==> src/rtl/ota_pdm_driver_if.sv <==
// Valid/ready code handshake between the top-level pin logic (master) and
// the OTA PDM driver (slave).
interface ota_pdm_driver_if #(
    parameter int WIDTH = 8
);
    logic [WIDTH-1:0] code;
    logic             valid;
    logic             ready;

    modport master (output code, output valid, input ready);
    modport slave  (input code, input valid, output ready);
endinterface

==> src/rtl/ota_pdm_driver.sv <==
// First-order PDM stimulus driver for the on-chip OTA/comparator, with a double-buffered code input.
// Optional comparator loopback counter is enabled by defining OTA_PDM_LOOPBACK_EN.
module ota_pdm_driver #(
    parameter int WIDTH = 8
) (
    input  logic             clk,
    input  logic             rst_n,
    input  logic             ena_i,
    input  logic             run_en_i,
    ota_pdm_driver_if.slave  code_if,
`ifdef OTA_PDM_LOOPBACK_EN
    input  logic             cmp_in_i,
    output logic [WIDTH:0]   cmp_count_o,
    output logic             cmp_valid_o,
`endif
    output logic             pdm_p_o,
    output logic             pdm_n_o,
    output logic             frame_strobe_o,
    output logic             busy_o
);

    typedef enum logic {IDLE, RUN} state_e;

    state_e           state_q, state_d;
    logic [WIDTH-1:0] acc_q, acc_d;
    logic [WIDTH-1:0] cnt_q, cnt_d;
    logic [WIDTH-1:0] active_q, active_d;
    logic [WIDTH-1:0] pend_q, pend_d;
    logic             pend_valid_q, pend_valid_d;
    logic             pdm_p_q, pdm_p_d;
    logic             pdm_n_q, pdm_n_d;
    logic             strobe_q, strobe_d;

    logic             xfer;
    logic             last;
    logic             carry;
    logic [WIDTH-1:0] acc_sum;

    assign xfer = ena_i && code_if.valid && !pend_valid_q;
    assign last = (cnt_q == '1);
    // The accumulator overflow is the output bit; acc restarts each frame so ones == code.
    assign {carry, acc_sum} = {1'b0, acc_q} + {1'b0, active_q};

    always_comb begin
        // NOTE: every _d defaults to its _q first, so no branch can leave a latch behind.
        state_d      = state_q;
        acc_d        = acc_q;
        cnt_d        = cnt_q;
        active_d     = active_q;
        pend_d       = pend_q;
        pend_valid_d = pend_valid_q;
        pdm_p_d      = pdm_p_q;
        pdm_n_d      = pdm_n_q;
        strobe_d     = strobe_q;
        if (ena_i) begin
            strobe_d = 1'b0;
            unique case (state_q)
                IDLE: begin
                    pdm_p_d = 1'b0;
                    pdm_n_d = 1'b0;
                    if (xfer) begin
                        active_d = code_if.code;
                        acc_d    = '0;
                        cnt_d    = '0;
                        state_d  = RUN;
                    end
                end
                RUN: begin
                    pdm_p_d = carry;
                    pdm_n_d = ~carry;
                    acc_d   = acc_sum;
                    cnt_d   = cnt_q + WIDTH'(1);
                    if (xfer) begin
                        pend_d       = code_if.code;
                        pend_valid_d = 1'b1;
                    end
                    if (last) begin
                        strobe_d = 1'b1;
                        acc_d    = '0;
                        cnt_d    = '0;
                        if (pend_valid_q) begin
                            active_d     = pend_q;
                            pend_valid_d = 1'b0;
                        end else if (!run_en_i && !xfer) begin
                            // A code arriving on this edge replays the current one a frame longer.
                            state_d = IDLE;
                        end
                    end
                end
                default: state_d = IDLE;
            endcase
        end
    end

    always_ff @(posedge clk or negedge rst_n) begin
        if (!rst_n) begin
            state_q      <= IDLE;
            acc_q        <= '0;
            cnt_q        <= '0;
            active_q     <= '0;
            pend_q       <= '0;
            pend_valid_q <= 1'b0;
            pdm_p_q      <= 1'b0;
            pdm_n_q      <= 1'b0;
            strobe_q     <= 1'b0;
        end else begin
            // NOTE: sequential state is updated with non-blocking assignments only.
            state_q      <= state_d;
            acc_q        <= acc_d;
            cnt_q        <= cnt_d;
            active_q     <= active_d;
            pend_q       <= pend_d;
            pend_valid_q <= pend_valid_d;
            pdm_p_q      <= pdm_p_d;
            pdm_n_q      <= pdm_n_d;
            strobe_q     <= strobe_d;
        end
    end

    assign code_if.ready  = !pend_valid_q;
    assign pdm_p_o        = pdm_p_q;
    assign pdm_n_o        = pdm_n_q;
    assign frame_strobe_o = strobe_q;
    assign busy_o         = (state_q == RUN);

`ifdef OTA_PDM_LOOPBACK_EN
    logic [1:0]     sync_q;
    logic [WIDTH:0] ones_q;
    logic [WIDTH:0] cmp_count_q;
    logic           cmp_valid_q;
    logic [WIDTH:0] ones_inc;

    assign ones_inc = ones_q + {{WIDTH{1'b0}}, sync_q[1]};

    always_ff @(posedge clk or negedge rst_n) begin
        if (!rst_n) begin
            sync_q      <= '0;
            ones_q      <= '0;
            cmp_count_q <= '0;
            cmp_valid_q <= 1'b0;
        end else if (ena_i) begin
            sync_q      <= {sync_q[0], cmp_in_i};
            cmp_valid_q <= 1'b0;
            if (state_q == RUN) begin
                if (last) begin
                    cmp_count_q <= ones_inc;
                    ones_q      <= '0;
                    cmp_valid_q <= 1'b1;
                end else begin
                    ones_q <= ones_inc;
                end
            end else begin
                ones_q <= '0;
            end
        end
    end

    assign cmp_count_o = cmp_count_q;
    assign cmp_valid_o = cmp_valid_q;
`endif

endmodule
==> src/flat_wrapper.sv <==
// flat-port wrapper written by rule: the top's interface ports become plain ports
module ota_pdm_driver_flat 
#(
    parameter int WIDTH = 8
)
  (clk, rst_n, ena_i, run_en_i, pdm_p_o, pdm_n_o, frame_strobe_o, busy_o, code_if_code, code_if_valid, code_if_ready);
  ota_pdm_driver_if #(.WIDTH(WIDTH)) code_if_i ();
  input  logic clk;
  input  logic rst_n;
  input  logic ena_i;
  input  logic run_en_i;
  output logic pdm_p_o;
  output logic pdm_n_o;
  output logic frame_strobe_o;
  output logic busy_o;
  input wire logic [$bits(code_if_i.code)-1:0] code_if_code;
  input wire logic [$bits(code_if_i.valid)-1:0] code_if_valid;
  output wire logic [$bits(code_if_i.ready)-1:0] code_if_ready;
  assign code_if_i.code = code_if_code;
  assign code_if_i.valid = code_if_valid;
  assign code_if_ready = code_if_i.ready;
  ota_pdm_driver #(.WIDTH(WIDTH)) u_core (.clk(clk), .rst_n(rst_n), .ena_i(ena_i), .run_en_i(run_en_i), .code_if(code_if_i), .pdm_p_o(pdm_p_o), .pdm_n_o(pdm_n_o), .frame_strobe_o(frame_strobe_o), .busy_o(busy_o));
endmodule
==> config.mk <==
export PLATFORM = sky130hd
export DESIGN_NAME = ota_pdm_driver_flat
export DESIGN_NICKNAME = d
export VERILOG_FILES = /design/src/rtl/ota_pdm_driver_if.sv /design/src/rtl/ota_pdm_driver.sv /design/src/flat_wrapper.sv
export SDC_FILE = /design/constraint.sdc
export NUM_CORES = 1
export LEC_CHECK = 0
export ABC_CLOCK_PERIOD_IN_PS = 4300
export BUFFER_PORTS_ARGS = -buffer_cell sky130_fd_sc_hd__buf_2
export CORE_MARGIN = 3
export CORE_UTILIZATION = 45
export DETAILED_ROUTE_END_ITERATION = 10
export PLACE_DENSITY = 0.68
export SLEW_MARGIN = 5
export SYNTH_ARGS = -nofsm -noshare
export SYNTH_HDL_FRONTEND = slang
export SYNTH_SLANG_ARGS = --single-unit
==> constraint.sdc <==
create_clock -name clk -period 4.3 [get_ports clk]
set_input_delay 1.075 -clock clk [delete_from_list [all_inputs] [get_ports clk]]
set_output_delay 1.075 -clock clk [all_outputs]
set_load 0.03 [all_outputs]
# After elaboration in Yosys (flattened, before gate mapping)
# Cells that the tools add are included.
[op_classes]
reduce_logical = 10
bitwise = 2
eq_ne = 4
muxes = 21
n_addsub = 2
[ops]
columns = ["op", "count"]
rows = [
  ["2-to-1 mux 8 bit", 6],
  ["one-hot mux 8 bit (2 select lines)", 3],
  ["adder 8 x 8 -> 9 bit", 1],
  ["2-to-1 mux 1 bit", 9],
  ["adder 8 x 1 -> 8 bit (second input constant)", 1],
  ["== test 8 bit (second input constant)", 1],
  ["one-hot mux 1 bit (2 select lines)", 3],
  ["!= test 2 bit (second input constant)", 2],
  ["AND reduction 2 bit", 2],
  ["AND reduction 4 bit", 1],
  ["logical AND 1 bit", 3],
  ["zero test 1 bit", 3],
  ["AND reduction 3 bit", 1],
  ["!= test 2 x 1 -> 1 bit (second input constant)", 1],
  ["inverter 1 bit", 2],
]
[word_totals]
reg_bits = 37
output_inout_bits = 5
wordCells = 48
in_bits = 13

# Depth between registers and ports, before layout
[logic_depth]
depth_word = 8
mapped_depth = 6
depth_no_buf = 6

# Least setup slack after synthesis
# Ideal clock, no wire load.
[synth_timing]
path_type = "input-to-reg"
from = "input code_if_valid"
to = "register u_core.active_q[0]"
slack_ps = 2048
required_time_ps = 4175
setup_ps = 125
n_path_buf = 2
path_stages = 6
arrival_time_ps = 2127
path_cell_list = "nor2b_1 > clkbuf_2 > o21ai_2 > a21o_1 > buf_6 > mux2_4"
[synth_between]
elab_chain_len = 4
[synth_rtl]
columns = ["item", "line", "text"]
rows = [
  ["from (decl)", "flat_wrapper.sv:17", "input wire logic [$bits(code_if_i.valid)-1:0] code_if_valid;"],
  ["logical AND 1 bit (2 in series)", "ota_pdm_driver.sv:39", "assign xfer = ena_i && code_if.valid && !pend_valid_q;"],
  ["!= test 2 x 1 -> 1 bit (no line)", "n/a", ""],
  ["AND reduction 4 bit (no line)", "n/a", ""],
  ["to (signal assigned)", "ota_pdm_driver.sv:111", "active_q <= active_d;"],
  ["to (decl)", "ota_pdm_driver.sv:27", "logic [WIDTH-1:0] active_q, active_d;"],
]
# Every way passes these cells.
# A chain may end at the register's enable or synchronous reset.

# Worst setup path in the final report
[layout_timing]
from = "register u_core.state_q (netlist: u_core.busy_o)"
to = "output busy_o"
[layout_rtl]
columns = ["item", "line", "text"]
rows = [
  ["from (decl)", "ota_pdm_driver.sv:24", "state_e state_q, state_d;"],
  ["from (signal assigned)", "ota_pdm_driver.sv:108", "state_q <= state_d;"],
  ["to (decl)", "flat_wrapper.sv:15", "output logic busy_o;"],
]
# No word-level cell between the ends.

==> flow_metrics.py <==
metrics = {
    "place": {
        "dp_cells": 227,
        "portBuffers": 17,
        "gp_congestion": 0.856,
        "place_hpwl_um": 2870,
    },
    "setup_path": {
        "endpoint_kind": "primary output",
        "worst_path_largest_cell_delay_ns": 0.92,
        "critPathLaunchType": "register",
        "arrival_ns": 1.55,
        "rrSetupSlack_ns": 1.93,
        "cp_top_family": "flip-flops",
        "crit_fanout": 25,
        "cp.required_ns": 3.22,
        "r2r_end": "u_core.active_q[4]$_DFFE_PN0P_",
        "reg2reg_depth": 3,
        "r2r_start": "u_core.busy_o$_DFFE_PN0P_",
        "path_class": "register to primary output",
        "cpMaxStageDelayCell": "dfrtp_1",
        "critPathBufInv": 1,
        "crit_chain": "buf_2",
    },
    "pwr": {
        "p_per_area_nw_per_um2": 487,
        "p_leak_nw": 1.08,
        "report.power.total_w": 0.00106,
        "vdd_drop_max_mv": 0.198,
    },
    "synth": {
        "yosysSeqAreaShare_pct": 46.7,
        "async_flop_share_pct": 100,
        "syn-cell-area_um2": 1980,
        "ys_types": 44,
        "syn_inst": 167,
        "avgSynthCellArea_um2": 11.9,
        "synth-main-ff-cell": "dfrtp_1",
        "yosys.area.top_type_share_pct": 46.7,
        "synth_area_leaders": "dfrtp_1 47%, mux2_2 9.7%, mux2_4 6.1%",
        "synth-seq-cells": 37,
        "synth_edf_count": 0,
        "yosysTopAreaCell": "dfrtp_1",
        "yosys_warnings": 0,
        "synth.net_count": 190,
    },
    "sta": {
        "fmax_ghz": 0.382,
        "finClkSkew_ns": 0.0104,
        "tightest_slew_ns": 0.888,
        "final_max_slew_viol_count": 0,
        "tns_ns": 0,
        "setup_viol": 0,
        "hold_viol": 0,
        "rsz0062_at_grt": "false",
        "whs_ns": 0.475,
        "slew_headroom_pct": 40.8,
        "fin_crit_sh_pct": 60.9,
        "layout_min_cycle_time_ns": 2.62,
    },
    "drt": {
        "detail_route.wl_per_cell_um": 16.9,
        "drt_iter0_drc": 66,
        "vias": 1396,
        "drt_pre_antenna_iters": 4,
        "wirelength_um": 3970,
        "routed_via_density": 5.94,
        "drt.antenna.violating_nets": 0,
        "drcViolationCount": 0,
    },
    "clock_network": {
        "hold_buffers": 0,
        "cts_resized": 0,
        "cts_buffers": 5,
        "cts_buffer_depth": 2,
        "clock-sinks": 37,
        "clock_latency_ns": 0.29,
        "htree_num_levels": 2,
        "cts.root.buffer_cell": "clkbuf_8",
        "path_clk_slew_ns": 0.07,
        "cts_setup_buffers": 0,
        "cts_tree": "built",
    },
    "grt": {
        "grt_pass1_vias": 1485,
        "overflow": 0,
        "grt_max_degree": 38,
        "antenna_found_initial": 0,
        "grt_usage_pct": 17.3,
        "grt_pass1_wl_um": 6850,
    },
    "hold_path": {
        "hp-class": "register to register",
        "hold_depth": 1,
        "holdPathEnd": "u_core.frame_strobe_o$_DFFE_PN0P_",
        "min-delay-start": "u_core.frame_strobe_o$_DFFE_PN0P_",
    },
    "die": {
        "die_w_um": 72.4,
        "core-area_um2": 4120,
        "initial_utilization_pct": 48.2,
        "row_count": 23,
        "ios": 18,
        "dieArea_um2": 5240,
        "die_y_um": 72.4,
    },
    "layout": {
        "mostFrequentLayoutCell": "dfrtp_1",
        "layout-drive-gt1-share_pct": 30.3,
        "area_growth_pct": 9.66,
        "final_cells": 235,
        "mostFrequentLayoutCells": "37 x dfrtp_1, 17 x mux2_2, 17 x buf_2, 12 x nand2_1, 9 x ha_1",
        "final_util_pct": 52.8,
        "nets": 207,
        "antenna_cells": 0,
    },
    "outcome": {
        "outcome": "finished, final reports clean",
    },
    "job": {
        "drv_cap": 0,
    },
}
[registers in the layout, summed over array words and instances, names as in the netlist]
signal                 cells
u_core.acc_q               8
u_core.active_q            8
u_core.cnt_q               8
u_core.pend_q              8
u_core.busy_o              1
u_core.frame_strobe_o      1
u_core.pdm_n_o             1
u_core.pdm_p_o             1
u_core.pend_valid_q        1
[power breakdown]
part	internal (W)	switching [W]
Sequential	0.000417	0.0000605
Clock	0.000112	0.000120
Combinational	0.000174	0.000174
[cell families (layout without fill, tap and decap cells)]
kind of cell	Yosys count	count (layout)	synth area share, %
buf+inv	10	28	2.52
mux	26	26	16.2
flops	37	37	46.7
xor+xnor	6	6	2.65
compound gates	42	42	16.0
simple gates	36	36	9.22
fa+ha+maj	10	10	6.69
[per-layer routing]
metal	track usage, %	vias to the layer above	routed length, um
met3	5.82	9	194
met2	29.1	43	1940
met5	0	-	0
met4	7.72	0	91
li1	-	660	-
met1	19.9	684	1750
[metrics by stage]
stage	setup WS [ns]	instance area (um^2)
floorplan	2.05	1980
global placement	1.49	2090
finish	1.68	2170
detailed placement	1.42	2090
CTS	1.65	2170
global route	1.56	2170
[worst max path at each step]
stage,from,to,slack [ns],depth (start not counted)
3_5_place_dp,code_if_valid,u_core.active_q[3]$_DFFE_PN0P_,1.42,5
4_1_cts,u_core.busy_o$_DFFE_PN0P_,busy_o,1.65,1
2_1_floorplan,code_if_valid,u_core.active_q[0]$_DFFE_PN0P_,2.05,6
6_report,u_core.busy_o$_DFFE_PN0P_,busy_o,1.68,1
5_1_grt,u_core.busy_o$_DFFE_PN0P_,busy_o,1.56,1
3_3_place_gp,code_if_valid,u_core.active_q[6]$_DFFE_PN0P_,1.49,5
[cell type report]
class | count | area [um^2]
fillers | 386 | 1940
repair buffers | 17 | 85.1
clock inverters | 2 | 10.0
multi-input cells | 120 | 1010
inverters | 3 | 11.3
well taps | 50 | 62.6
clock buffers | 6 | 72.6
flip-flops and latches | 37 | 926
[synth_stat cells, types with 2 or more instances]
cell type  count
a21o_1         4
a21oi_1        8
a22o_1         7
a32o_1         3
and2_1         2
and3_1         2
buf_2          3
clkbuf_1       2
dfrtp_1       37
ha_1           9
inv_1          3
mux2_2        17
mux2_4         8
nand2_1       12
nand3_1        6
nor2_1         4
o2111ai_1      2
o21ai_0        6
o31ai_1        2
or3_1          2
xnor2_1        3
xor2_1         3
Power figures use the tool's default switching activity.
